### config.mk
export PLATFORM = sky130hd
export DESIGN_NAME = uart_tx_fifo
export DESIGN_NICKNAME = d
export VERILOG_FILES = /design/src/rtl/uart_tx_fifo.sv
export SDC_FILE = /design/constraint.sdc
export NUM_CORES = 1
export LEC_CHECK = 0
export CAP_MARGIN = 20
export CORE_UTILIZATION = 35
export CTS_BUF_LIST = sky130_fd_sc_hd__clkbuf_4
export DETAILED_ROUTE_END_ITERATION = 10
export HOLD_SLACK_MARGIN = 0.05
export PLACE_DENSITY_LB_ADDON = 0.12
export SETUP_SLACK_MARGIN = 0.1
export SLEW_MARGIN = 20
export SYNTH_ARGS = -nofsm -noshare
export SYNTH_HDL_FRONTEND = slang
export SYNTH_SLANG_ARGS = --single-unit
export TNS_END_PERCENT = 30
### constraint.sdc
create_clock -name clk -period 3.3 [get_ports clk]
set_input_delay 0.825 -clock clk [delete_from_list [all_inputs] [get_ports clk]]
set_output_delay 0.825 -clock clk [all_outputs]
set_load 0.02 [all_outputs]
### src/rtl/uart_tx_fifo.sv
// Debug UART transmitter: a small byte FIFO that feeds an 8N1 serializer.
// Back-to-back frames are contiguous, and the serial line comes straight from a flop.
module uart_tx_fifo #(
   parameter int CLK_HZ   = 64_000_000,
   parameter int BIT_RATE = 4_000_000,
   parameter int DEPTH    = 4
) (
   input  logic       clk,
   input  logic       resetn,
   input  logic       wr_en,
   input  logic [7:0] wr_data,
   output logic       uart_txd,
   output logic       fifo_full,
   output logic       fifo_empty,
   output logic [3:0] level,
   output logic       tx_busy,
   output logic       tx_done,
   output logic [1:0] tx_state
);

   localparam int CPB   = CLK_HZ / BIT_RATE;
   localparam int CNT_W = (CPB >= 2) ? $clog2(CPB) : 1;
   localparam int PTR_W = (DEPTH >= 2) ? $clog2(DEPTH) : 1;
   localparam logic [CNT_W-1:0] DIV_LAST = CNT_W'(CPB - 1);

   generate
      if (CPB < 2) begin : g_bad_cpb
         $error("uart_tx_fifo: CLK_HZ/BIT_RATE must be at least 2");
      end
      if (DEPTH < 2 || DEPTH > 8 || (DEPTH & (DEPTH - 1)) != 0) begin : g_bad_depth
         $error("uart_tx_fifo: DEPTH must be a power of two in 2..8");
      end
   endgenerate

   typedef enum logic [1:0] {
      S_IDLE  = 2'd0,
      S_START = 2'd1,
      S_DATA  = 2'd2,
      S_STOP  = 2'd3
   } state_t;

   // Write side: wr_en is a one-cycle strobe with no ready. The writer polls
   // fifo_full; a strobe that arrives while full is dropped without effect.
   logic [7:0]       mem [DEPTH];
   logic [PTR_W-1:0] rd_ptr, wr_ptr;
   logic [3:0]       level_q;

   state_t           state_q, state_d;
   logic [CNT_W-1:0] div_q, div_d;
   logic [2:0]       bit_q, bit_d;
   logic [7:0]       shreg_q, shreg_d;
   logic             txd_q, txd_d;
   logic             pop, push, div_end;

   assign fifo_empty = (level_q == 4'd0);
   assign fifo_full  = (level_q == 4'(DEPTH));
   assign level      = level_q;
   assign push       = wr_en && !fifo_full;
   assign div_end    = (div_q == DIV_LAST);
   assign tx_busy    = !fifo_empty || (state_q != S_IDLE);
   assign tx_done    = (state_q == S_STOP) && div_end;
   assign uart_txd   = txd_q;
   assign tx_state   = state_q;

   always_ff @(posedge clk) begin
      if (push) mem[wr_ptr] <= wr_data;
   end

   always_ff @(posedge clk or negedge resetn) begin
      if (!resetn) begin
         rd_ptr  <= '0;
         wr_ptr  <= '0;
         level_q <= 4'd0;
      end else begin
         if (push) wr_ptr <= wr_ptr + PTR_W'(1);
         if (pop)  rd_ptr <= rd_ptr + PTR_W'(1);
         case ({push, pop})
            2'b10:   level_q <= level_q + 4'd1;
            2'b01:   level_q <= level_q - 4'd1;
            default: level_q <= level_q;
         endcase
      end
   end

   always_ff @(posedge clk or negedge resetn) begin
      if (!resetn) begin
         state_q <= S_IDLE;
         div_q   <= '0;
         bit_q   <= 3'd0;
         shreg_q <= 8'd0;
         txd_q   <= 1'b1;
      end else begin
         state_q <= state_d;
         div_q   <= div_d;
         bit_q   <= bit_d;
         shreg_q <= shreg_d;
         txd_q   <= txd_d;
      end
   end

   // txd_d is the line level for the coming cycle, so the line flop never glitches.
   always_comb begin
      state_d = state_q;
      div_d   = div_q;
      bit_d   = bit_q;
      shreg_d = shreg_q;
      txd_d   = txd_q;
      pop     = 1'b0;
      case (state_q)
         S_IDLE: begin
            txd_d = 1'b1;
            if (!fifo_empty) begin
               pop     = 1'b1;
               shreg_d = mem[rd_ptr];
               state_d = S_START;
               div_d   = '0;
               txd_d   = 1'b0;
            end
         end
         S_START: begin
            if (div_end) begin
               state_d = S_DATA;
               bit_d   = 3'd0;
               div_d   = '0;
               txd_d   = shreg_q[0];
            end else begin
               div_d = div_q + CNT_W'(1);
            end
         end
         S_DATA: begin
            if (div_end) begin
               div_d = '0;
               if (bit_q == 3'd7) begin
                  state_d = S_STOP;
                  txd_d   = 1'b1;
               end else begin
                  bit_d   = bit_q + 3'd1;
                  shreg_d = shreg_q >> 1;
                  txd_d   = shreg_q[1];
               end
            end else begin
               div_d = div_q + CNT_W'(1);
            end
         end
         S_STOP: begin
            txd_d = 1'b1;
            if (div_end) begin
               div_d = '0;
               if (!fifo_empty) begin
                  pop     = 1'b1;
                  shreg_d = mem[rd_ptr];
                  state_d = S_START;
                  txd_d   = 1'b0;
               end else begin
                  state_d = S_IDLE;
               end
            end else begin
               div_d = div_q + CNT_W'(1);
            end
         end
         default: begin
            state_d = S_IDLE;
            div_d   = '0;
            txd_d   = 1'b1;
         end
      endcase
   end

endmodule
Word level (Yosys, flattened, before mapping)
Memories as Yosys holds them, arrays and structs flattened.
Index checks and enable logic that the tools add are counted.

cells by class
  eq/ne operators = 14
  muxes and demuxes = 31
  reduce and logical (&&, ||, !) cells = 16
  add/subtract/negate cells = 6

operator list
  operator                                              count
  2-to-1 mux 8 bit                                      4
  one-hot mux 8 bit (3 select lines)                    1
  one-hot mux 4 bit (2 select lines)                    2
  inequality test 2 bit (second input constant)         6
  2-to-1 mux 1 bit                                      10
  2-to-1 mux 2 bit                                      5
  2-to-1 mux 3 bit                                      3
  adder 4 x 1 -> 4 bit (second input constant)          2
  2-to-1 mux 4 bit                                      2
  one-hot mux 2 bit (4 select lines)                    1
  AND reduction 4 bit                                   2
  equality test 2 bit (second input constant)           3
  one-hot mux 3 bit (2 select lines)                    1
  nonzero test 2 bit                                    3
  AND reduction 5 bit                                   1
  adder 2 x 1 -> 2 bit (second input constant)          2
  equality test 2 x 1 -> 1 bit (second input constant)  2
  equality test 4 x 3 -> 1 bit (second input constant)  1
  equality test 4 bit (second input constant)           1
  logical NOT 4 bit                                     1
  one-hot mux 1 bit (4 select lines)                    1
  subtractor 4 x 1 -> 4 bit (second input constant)     1
  adder 3 x 1 -> 3 bit (second input constant)          1
  equality test 3 bit (second input constant)           1
  other kinds (8)                                       10

storage, ports and cells
  output and inout bits = 11
  memory bits (writable) = 32
  flip-flop bits (word level) = 26
  memories = 1
  word-level logic and storage cells = 76
  input port bits = 11

memories
  memory  words  bits a word  rd ports  clocked after memory_dff  write ports  RTL line  text
  mem     4      8            1         0                         1            44        logic [7:0] mem [DEPTH];

Longest topological paths before layout
Gate-level depths: netlist of the first run.

  depth after elaboration = 6
  depth in mapped cells = 11
  gate-level depth less buffers = 11

Least setup slack after synthesis of the first run
No wires, ideal clock.

  path kind = register to register
  start point = reg state_q[0] (netlist: tx_state[0])
  end point = reg level_q[2] (netlist: level[2])
  data required time = 3,165 ps
  stages on the path, launching flop included = 11
  data arrival time = 2,380 ps
  library setup time = 135 ps
  slack = 786 ps
  path buffers = 0
  clock period less this slack = 2,514 ps
  path through = dfrtp_1 inv_1 ha_1 nor3_1 ha_1 xor2_1 ha_1 a21oi_1 xor2_1 nor2_1 xor2_1

between the ends
  longest elaborated chain between the ends = 4
  elaborated cells on any way between the ends = 7
  classes of those cells = eq/ne (3); mux (2); reduce/logical (2)

ends and longest elaborated chain
  what                                                                             RTL line  text
  start: declaration                                                               48        state_t state_q, state_d;
  start signal: assignment                                                         93        state_q <= state_d;
  equality test 2 bit / logical NOT 2 bit (equally long branches)                  109       case (state_q)
  one-hot mux 1 bit (2 select lines) *                                             109
  via pop                                                                          53        logic pop, push, div_end;
  equality test 2 x 1 -> 1 bit / equality test 2 bit (equally long branches)       77        case ({push, pop})
  one-hot mux 4 bit (2 select lines) / nonzero test 2 bit (equally long branches)  --
  end signal: assignment                                                           78        2'b10: level_q <= level_q + 4'd1;
  end signal: assignment                                                           79        2'b01: level_q <= level_q - 4'd1;
  end signal: assignment                                                           80        default: level_q <= level_q;
  end: declaration                                                                 46        logic [3:0] level_q;

The timed path passes the listed nets; every way through them passes the cells marked *.
A chain may end at the register's enable or synchronous reset.

Worst setup path after layout of the first run
  start point = reg level_q[1] (netlist: level[1])
  end point = out tx_busy

between the ends
  longest elaborated chain between the ends = 3

ends and longest elaborated chain
  what               RTL line  text
  logical NOT 4 bit  55        assign fifo_empty = (level_q == 4'd0);
  logical NOT 1 bit  --
  logical OR 1 bit   60        assign tx_busy = !fifo_empty || (state_q != S_IDLE);
  end: declaration   16        output logic tx_busy,

Every way passes these cells.

==> impl_metrics.yaml, run 1 <==
global_route:
  use_met3_pct: 5.276
  gr-usage-all-layers_pct: 13.33
  antenna_found_initial: 0
  use_met1_pct: 14.96
  grt_pass1_vias: 1649
  grt_pass1_wl_um: 8190
  overflow: 0
  grt.busiest_layer: "met2"
  grt_max_degree: 19
  use_met2_pct: 23.11
clocking:
  clk_pin_slew_worst_paths_ns: 0.10
  ctsLongestPathBuffers: 2
  cts.sinks: 58
  post-cts-setup-buffers: 0
  numCtsBuffers: 9
  clk_latency_ns: 0.40
  clock-root-buffer: "clkbuf_4"
  cts_resized: 0
  cts_max_level: 3
  holdBufCountCts: 0
  cts_tree: "built"
routing:
  drt_first_pass_iters: 4
  via_count: 1619
  routed_via_density: 4.936
  drtAntennaViolNets: 0
  routed_wl_um: 4950
  drc: 0
  wl_per_cell_um: 15.09
  dr.first_iter.drc_count: 28
timing:
  clock_skew_ns: 0.01176
  post-route-period-util_pct: 91.51
  rsz0062_at_grt: "no"
  setup_tns_ns: 0
  fmax_mhz: 331.2
  tightestPinTransition_ns: 0.8005
  period_needed_ns: 3.020
  hold_viol_final: 0
  finalSetupViolations: 0
  drv_slew: 0
  slew_headroom_pct: 46.46
placed_design:
  port_buffers: 21
  routabilityCongestion: 0.7148
  dpl.hpwl_um: 3495
  postPlaceCellArea_um2: 3108
synthesis:
  synth_xor_area_share_pct: 2.528
  synth_top_family_by_area: "multiplexers"
  syn_area_um2: 2771
  yosysMostFrequentCell: "edfxtp_1"
  async_flop_share_pct: 44.83
  netlist_top_cells_area: "edfxtp_1 (35%), dfrtp_1 (23%), ha_1 (7.2%), mux2_2 (6.9%), mux4_2 (6.5%)"
  synth_top_area_share_pct: 34.67
  synth_compound_area_share_pct: 8.804
  ys_ff_latch: 58
  synth-edff-count: 32
  synth-simple-area-share_pct: 7.765
  syn_inst: 191
  synth_ff_type: "edfxtp_1"
  synthMuxAreaShare_pct: 13.41
  synth.avg_cell_area_um2: 14.51
  synth_nets: 218
  ys_top_cells_by_count: "edfxtp_1 (32), dfrtp_1 (25), mux2_2 (17), ha_1 (16), nand2_1 (9)"
  yosysWarnings: 0
  ys_types: 37
  synthAdderAreaFrac_pct: 7.223
  ys_seq_area_share_pct: 58.19
  yosys.area.top_type: "edfxtp_1"
cells_and_area:
  drive_gt1_share_pct: 23.45
  synthToLayoutAreaGrowth_pct: 18.87
  final_area_um2: 3294
  num_antenna_cells: 0
  final_util_pct: 42.85
  nets: 248
critical_path:
  slowest_delay_ns: 0.53
  path_buf_inv: 3
  slowest_stage: "clkdlybuf4s50_1"
  endpoint_kind: "output pin"
  start_kind: "register"
  path_cells: "nor3_2 > nand2b_2 > inv_2 > and2_2 > inv_1 > clkdlybuf4s50_1"
  cp_data_required_time_ns: 2.47
  critPathTopFamily: "buffers and inverters"
  path_max_fanout: 8
  critical_path_class: "reg2out"
  worstPathArrival_ns: 2.19
die:
  die_w_um: 90.99
  die_h_um: 90.99
  num_rows: 32
  boundaryPins: 22
  core_area_um2: 7687
  initial_utilization_pct: 36.05
  die_area_um2: 8278
outcome:
  outcome: "finished, final reports clean"
job:
  timing.max_cap.violations: 0
power:
  ir_drop_mv: 0.4055
  cellPowerDensity_nw_per_um2: 955.9
  leakage_nw: 1.297
min_path:
  hold_class: "reg2reg"
==> metal layers <==
metal  wire (um)  share of wire (%)
met3         165                3.3
met1        2145                 43
met4          69                1.4
met2        2569                 52
met5           0                  0
==> worst reg2reg max path: cells and delay by family, from the launching register on <==
| family | cells | cell delay, ns |
|---|---|---|
| flip-flops | 1 | 0.48 |
| buffers and inverters | 1 | 0.16 |
| AO/OA/AOI/OAI | 2 | 0.41 |
| adder cells (fa/ha/maj) | 3 | 0.79 |
| XOR/XNOR | 3 | 0.51 |
| AND/OR/NAND/NOR | 2 | 0.15 |
==> through the flow <==
step,hold slack [ns],cells,power [mW],setup WS [ns]
2_1_floorplan,0.4737,191,2.154,0.7858
3_3_place_gp,0.4840,312,2.463,0.6088
3_5_place_dp,0.4954,312,2.521,0.5094
4_1_cts,0.5186,328,3.190,0.1709
5_1_grt,0.5401,328,3.363,0.1319
6_report,0.5169,328,3.149,0.2803
==> final cells by class <==
cell class / instances / area [um2]
Sequential cell: 58 / 1613
Multi-Input combinational cell: 119 / 1102
Tap cell: 102 / 127.6
Clock inverter: 7 / 117.6
Fill cell: 723 / 4393
Timing Repair Buffer: 24 / 232.7
Inverter: 9 / 33.78
Clock buffer: 9 / 67.56
==> power breakdown <==
part	total, mW	internal [mW]	switching (mW)
sequential	1.22	1.01	0.207
clock	0.658	0.383	0.274
combinational	1.27	0.670	0.602
==> sequential cells by signal (all words and copies together) (netlist names) <==
| register | count |
|---|---|
| bit_q | 3 |
| rd_ptr | 2 |
| wr_ptr | 2 |
| uart_txd | 1 |
| div_q | 4 |
| tx_state | 2 |
| mem | 32 |
| level | 4 |
| shreg_q | 8 |
==> cell families after synthesis <==
| group | after synthesis |
|---|---|
| AOI/OAI and AO/OA | 30 |
| xor gates and xnor gates | 8 |
| adders and majority gates | 16 |
| buffers and inverters | 14 |
| DFF | 58 |
| muxes | 25 |
| and+or+nand+nor | 40 |
==> layout by cell type, fill, tap and decap left out, types with 6 or more instances in the layout <==
master and n:
nand2_1 9, o21ai_0 8, nor2_1 7, clkbuf_4 9, mux2_2 17, and2_1 6, ha_1 16, inv_1 8
edfxtp_1 32, dfrtp_1 25, mux4_2 8, nor2b_1 6, clkdlybuf4s50_1 21
==> worst paths after layout <==
kind	cells after the start	slack, ns	to	start
max in group asynchronous	2	1.76	shreg_q[3]	resetn
worst max register to register	11	0.70	level[2]	tx_state[0]
worst max-delay path	6	0.28	tx_busy	level[1]
min in group asynchronous	1	0.87	bit_q[0]	resetn
worst min-delay path	1	0.52	shreg_q[3]	shreg_q[3]
worst min register to register	1	0.52	shreg_q[3]	shreg_q[3]
No activity file was read; power rests on OpenSTA's default activity.
==> run 2: changes to the inputs <==
--- a/config.mk
+++ b/config.mk
@@ -6,8 +6,8 @@
 export NUM_CORES = 1
 export LEC_CHECK = 0
 export CAP_MARGIN = 20
-export CORE_UTILIZATION = 35
-export CTS_BUF_LIST = sky130_fd_sc_hd__clkbuf_4
+export CORE_UTILIZATION = 60
+export CTS_BUF_LIST = sky130_fd_sc_hd__clkbuf_16
 export DETAILED_ROUTE_END_ITERATION = 10
 export HOLD_SLACK_MARGIN = 0.05
 export PLACE_DENSITY_LB_ADDON = 0.12
==> constraint.sdc (replaced) <==
create_clock -name clk -period 3.5 [get_ports clk]
set_input_delay 0.875 -clock clk [delete_from_list [all_inputs] [get_ports clk]]
set_output_delay 0.875 -clock clk [all_outputs]
set_load 0.02 [all_outputs]
==> impl_metrics.yaml, run 2 (synthesis results as in run 1) <==
global_route:
  overflow: 0
  gr-usage-all-layers_pct: 23.20
  grt_pass1_wl_um: 8514
  grt_pass1_vias: 1762
  antenna_found_initial: 0
  grt_max_degree: 27
routing:
  drt-met1-wl_um: 2117
  routed_via_density: 5.837
  wl_per_cell_um: 17.54
  routed_wl_um: 4842
  drtAntennaViolNets: 0
  drc: 0
  dr.first_iter.drc_count: 94
  dr_wl_met2_um: 2522
  via_count: 1611
  drt_first_pass_iters: 4
  route.met3.wl_um: 147
  highest_layer: "met4"
clocking:
  clk_pin_slew_worst_paths_ns: 0.06
  cts.sinks: 58
  post-cts-setup-buffers: 0
  ctsLongestPathBuffers: 2
  clock-root-buffer: "clkbuf_16"
  clk_latency_ns: 0.32
  cts_max_level: 3
  cts_resized: 0
  cts_tree: "built"
  numCtsBuffers: 9
  holdBufCountCts: 0
die:
  initial_utilization_pct: 63.21
  boundaryPins: 22
  die_h_um: 69.97
  core_area_um2: 4384
  die_w_um: 69.97
  num_rows: 24
  die_area_um2: 4895
power:
  leakage_nw: 1.324
  cellPowerDensity_nw_per_um2: 963.5
  ir_drop_mv: 0.5766
outcome:
  outcome: "finished, final reports clean"
critical_path:
  cp_data_required_time_ns: 2.62
  path_max_fanout: 8
  endpoint_kind: "output pin"
  start_kind: "register"
  critical_path_class: "reg2out"
  worstPathArrival_ns: 2.18
cells_and_area:
  instances_no_fill: 276
  synthToLayoutAreaGrowth_pct: 20.32
  regMostFlops: "mem"
  drive_gt1_share_pct: 22.32
  mostFrequentLayoutCell: "edfxtp_1"
  num_antenna_cells: 0
  largest_register_ffs: 32
  biggestRegsByFlops: "mem: 32 flops, shreg_q: 8 flops"
  layout_common_cells: "edfxtp_1 (32), dfrtp_1 (25), clkdlybuf4s50_1 (21)"
  fillers: 259
  nets: 246
timing:
  setup_tns_ns: 0
  clock_skew_ns: 0.005828
  hold_viol_final: 0
  tightestPinTransition_ns: 0.7300
  post-route-period-util_pct: 87.18
  finalSetupViolations: 0
  slew_headroom_pct: 51.33
  drv_slew: 0
  rsz0062_at_grt: "no"
  period_needed_ns: 3.051
  fmax_mhz: 327.7
min_path:
  hold_class: "reg2reg"
placed_design:
  numPlacedInstances: 260
  port_buffers: 21
  routabilityCongestion: 0.8114
  dpl.hpwl_um: 3190
job:
  timing.max_cap.violations: 0
-- run 2: path summary, 6_finish.rpt --
| path | depth (start not counted) | slack (ns) | to | startpoint |
|---|---|---|---|---|
| worst max-delay path | 6 | 0.45 | tx_busy | level[1] |
| worst min-delay path | 1 | 0.50 | shreg_q[5] | shreg_q[5] |
| worst max register to register | 10 | 0.63 | level[2] | tx_state[0] |
| worst min register to register | 1 | 0.50 | shreg_q[5] | shreg_q[5] |
| max in group asynchronous | 2 | 2.26 | uart_txd | resetn |
| min in group asynchronous | 2 | 0.93 | div_q[3] | resetn |
-- run 2: per-layer routing --
layer | vias up | GRT usage (%)
met1 | 804 | 29.55
met3 | 5 | 5.051
met5 | - | 0
met4 | 0 | 8.889
met2 | 34 | 39.00
li1 | 768 | -
-- run 2: through the flow --
step	instance area (um2)	utilization (%)	setup slack (ns)	hold WS [ns]	total power, mW
2_1_floorplan	2771	-	0.9858	0.4737	2.031
3_3_place_gp	3030	69.12	0.5117	0.4851	2.281
4_1_cts	3334	76.06	0.4351	0.5044	3.241
6_report	3334	76.06	0.4486	0.5046	3.213
5_1_grt	3334	76.06	0.3192	0.5310	3.414
3_5_place_dp	3030	69.12	0.3704	0.4928	2.354
-- run 2: final cells by class --
cell class	instances	area (um2)	area share, %
tap	52	65.06	1.951
sequential	58	1613	48.37
clock buffer	9	225.2	6.754
timing repair buffer	22	217.7	6.529
inverter	9	33.78	1.013
multi-input combinational	119	1101	33.02
clock inverter	7	78.83	2.364
-- run 2: where the power goes --
part	leakage (nW)	internal (mW)	total [mW]	switching [mW]
Sequential	0.609	0.958	1.16	0.200
Combinational	0.577	0.621	1.19	0.565
Clock	0.138	0.555	0.868	0.314
Total	1.32	2.13	3.21	1.08
-- run 2: worst max-delay path: stages (launching register included) --
cell and delay (ns):
dfrtp_1 0.46, nor3_2 0.23, nand2b_2 0.12, inv_2 0.14, and2_1 0.29, inv_1 0.09, clkdlybuf4s50_1 0.54
==> run 3: changes to the inputs <==
--- a/config.mk
+++ b/config.mk
@@ -11,9 +11,10 @@
 export DETAILED_ROUTE_END_ITERATION = 10
 export HOLD_SLACK_MARGIN = 0.05
 export PLACE_DENSITY_LB_ADDON = 0.12
+export REMOVE_ABC_BUFFERS = 1
 export SETUP_SLACK_MARGIN = 0.1
 export SLEW_MARGIN = 20
 export SYNTH_ARGS = -nofsm -noshare
 export SYNTH_HDL_FRONTEND = slang
 export SYNTH_SLANG_ARGS = --single-unit
-export TNS_END_PERCENT = 30
+export TNS_END_PERCENT = 1
==> impl_metrics.yaml, run 3 (synthesis results as in run 1) <==
clocking:
  cts_tree: "built"
  cts_max_level: 3
  holdBufCountCts: 0
  clk_latency_ns: 0.32
  clock-root-buffer: "clkbuf_16"
  cts.sinks: 58
  ctsLongestPathBuffers: 2
  numCtsBuffers: 9
  cts_resized: 0
  clk_pin_slew_worst_paths_ns: 0.05
  post-cts-setup-buffers: 0
min_path:
  hold_class: "reg2reg"
  whs_endpoint: "shreg_q[6]"
  holdPathStages: 1
  hold_start: "shreg_q[6]"
cells_and_area:
  drive_gt1_share_pct: 21.43
  mostFrequentLayoutCell: "edfxtp_1"
  seqCellArea_um2: 1613
  instances_no_fill: 276
  biggestRegsByFlops: "mem: 32 flops, shreg_q: 8 flops"
  num_antenna_cells: 0
  multi_input_area_um2: 1101
  nets: 246
  layout_common_cells: "edfxtp_1 (32), dfrtp_1 (25), clkdlybuf4s50_1 (21)"
  fillers: 241
  synthToLayoutAreaGrowth_pct: 22.26
  regMostFlops: "mem"
  largest_register_ffs: 32
global_route:
  grt_pass1_vias: 1663
  overflow: 0
  antenna_found_initial: 0
  grt_pass1_wl_um: 8314
  grt_max_degree: 21
  gr-usage-all-layers_pct: 23.16
critical_path:
  path_cells: "nor3_2 > nand2b_2 > inv_2 > and2_1 > inv_1 > clkdlybuf4s50_1"
  path_max_fanout: 8
  worstPathArrival_ns: 2.18
  cp_data_required_time_ns: 2.62
  slowest_stage: "clkdlybuf4s50_1"
  rr_startpoint: "tx_state[0]"
  crit_start: "level[1]"
  critical_path_class: "reg2out"
  endpoint_kind: "output pin"
  reg2reg_slack_ns: 0.67
  worst_r2r_path_depth: 10
  start_kind: "register"
  slowest_delay_ns: 0.55
  r2r_end: "level[2]"
timing:
  rsz0062_at_grt: "no"
  worst_slack_ns: 0.4416
  clock_skew_ns: 0.004849
  tightestPinTransition_ns: 0.9370
  slew_headroom_pct: 37.34
  hold_viol_final: 0
  fmax_mhz: 327.0
  finalSetupViolations: 0
  drv_slew: 0
  period_needed_ns: 3.058
  post-route-period-util_pct: 87.38
  setup_tns_ns: 0
power:
  leakage_nw: 1.364
  power.total_mw: 3.399
  cellPowerDensity_nw_per_um2: 1003
  ir_drop_mv: 0.7145
die:
  die_area_um2: 4895
  die_w_um: 69.97
  core_area_um2: 4384
  initial_utilization_pct: 63.21
  num_rows: 24
  boundaryPins: 22
  die_h_um: 69.97
routing:
  dr.first_iter.drc_count: 97
  routed_wl_um: 5073
  routed_via_density: 6.022
  drc: 0
  wl_per_cell_um: 18.38
  via_count: 1662
  drtAntennaViolNets: 0
  drt_first_pass_iters: 4
outcome:
  outcome: "finished, final reports clean"
placed_design:
  numPlacedInstances: 260
  routabilityCongestion: 0.7658
  dpl.hpwl_um: 3267
  place_ws_ns: 0.4123
  port_buffers: 21
job:
  timing.max_cap.violations: 0
run 3: changes by cell type in the layout (fill, tap and decap cells not counted), sizes merged:
cell / delta
clkinvlp: -3
bufinv: +3
run 3: area by class of cell:
cell class,instances,share of cell area (%)
sequential,58,47.60
multi-input combinational,119,32.50
clock buffer,9,6.647
timing repair buffer,22,6.425
clock inverter,7,3.914
tap,52,1.920
inverter,9,0.9970
run 3: layer usage:
metal	vias up	global-route usage (%)	part of all wire, %
li1	772	-	-
met1	832	30.92	45
met2	48	35.90	50
met3	10	4.762	3.6
met4	0	12.44	1.4
met5	-	0	0
run 3: stage by stage:
stage               hold slack, ns  util (%)  instance area (um2)
finish                      0.5048     77.28                 3388
global route                0.5135     77.28                 3388
CTS                         0.5051     77.28                 3388
detailed placement          0.4940     69.12                 3030
global placement            0.4837     69.12                 3030
floorplan                   0.4737         -                 2748
run 3: power by group:
part	switching, mW	leakage [nW]	internal [mW]
sequential	0.203	0.609	0.959
clock	0.285	0.178	0.760
combinational	0.572	0.577	0.620
total	1.06	1.36	2.34
run 3: worst max-delay path by stage:
stage                          end  slack (ns)  cells past startpoint
after floorplan           level[2]        0.99                     10
after global placement    level[2]        0.53                     10
after detailed placement  level[2]        0.41                     10
after CTS                  tx_busy        0.42                      6
after global routing       tx_busy        0.31                      6
final                      tx_busy        0.44                      6
run 3: critical path, delay by kind of cell, from the launching register on:
| family | cells | cell delay, ns |
|---|---|---|
| simple gates | 3 | 0.64 |
| buf+inv | 3 | 0.78 |
| flops | 1 | 0.46 |
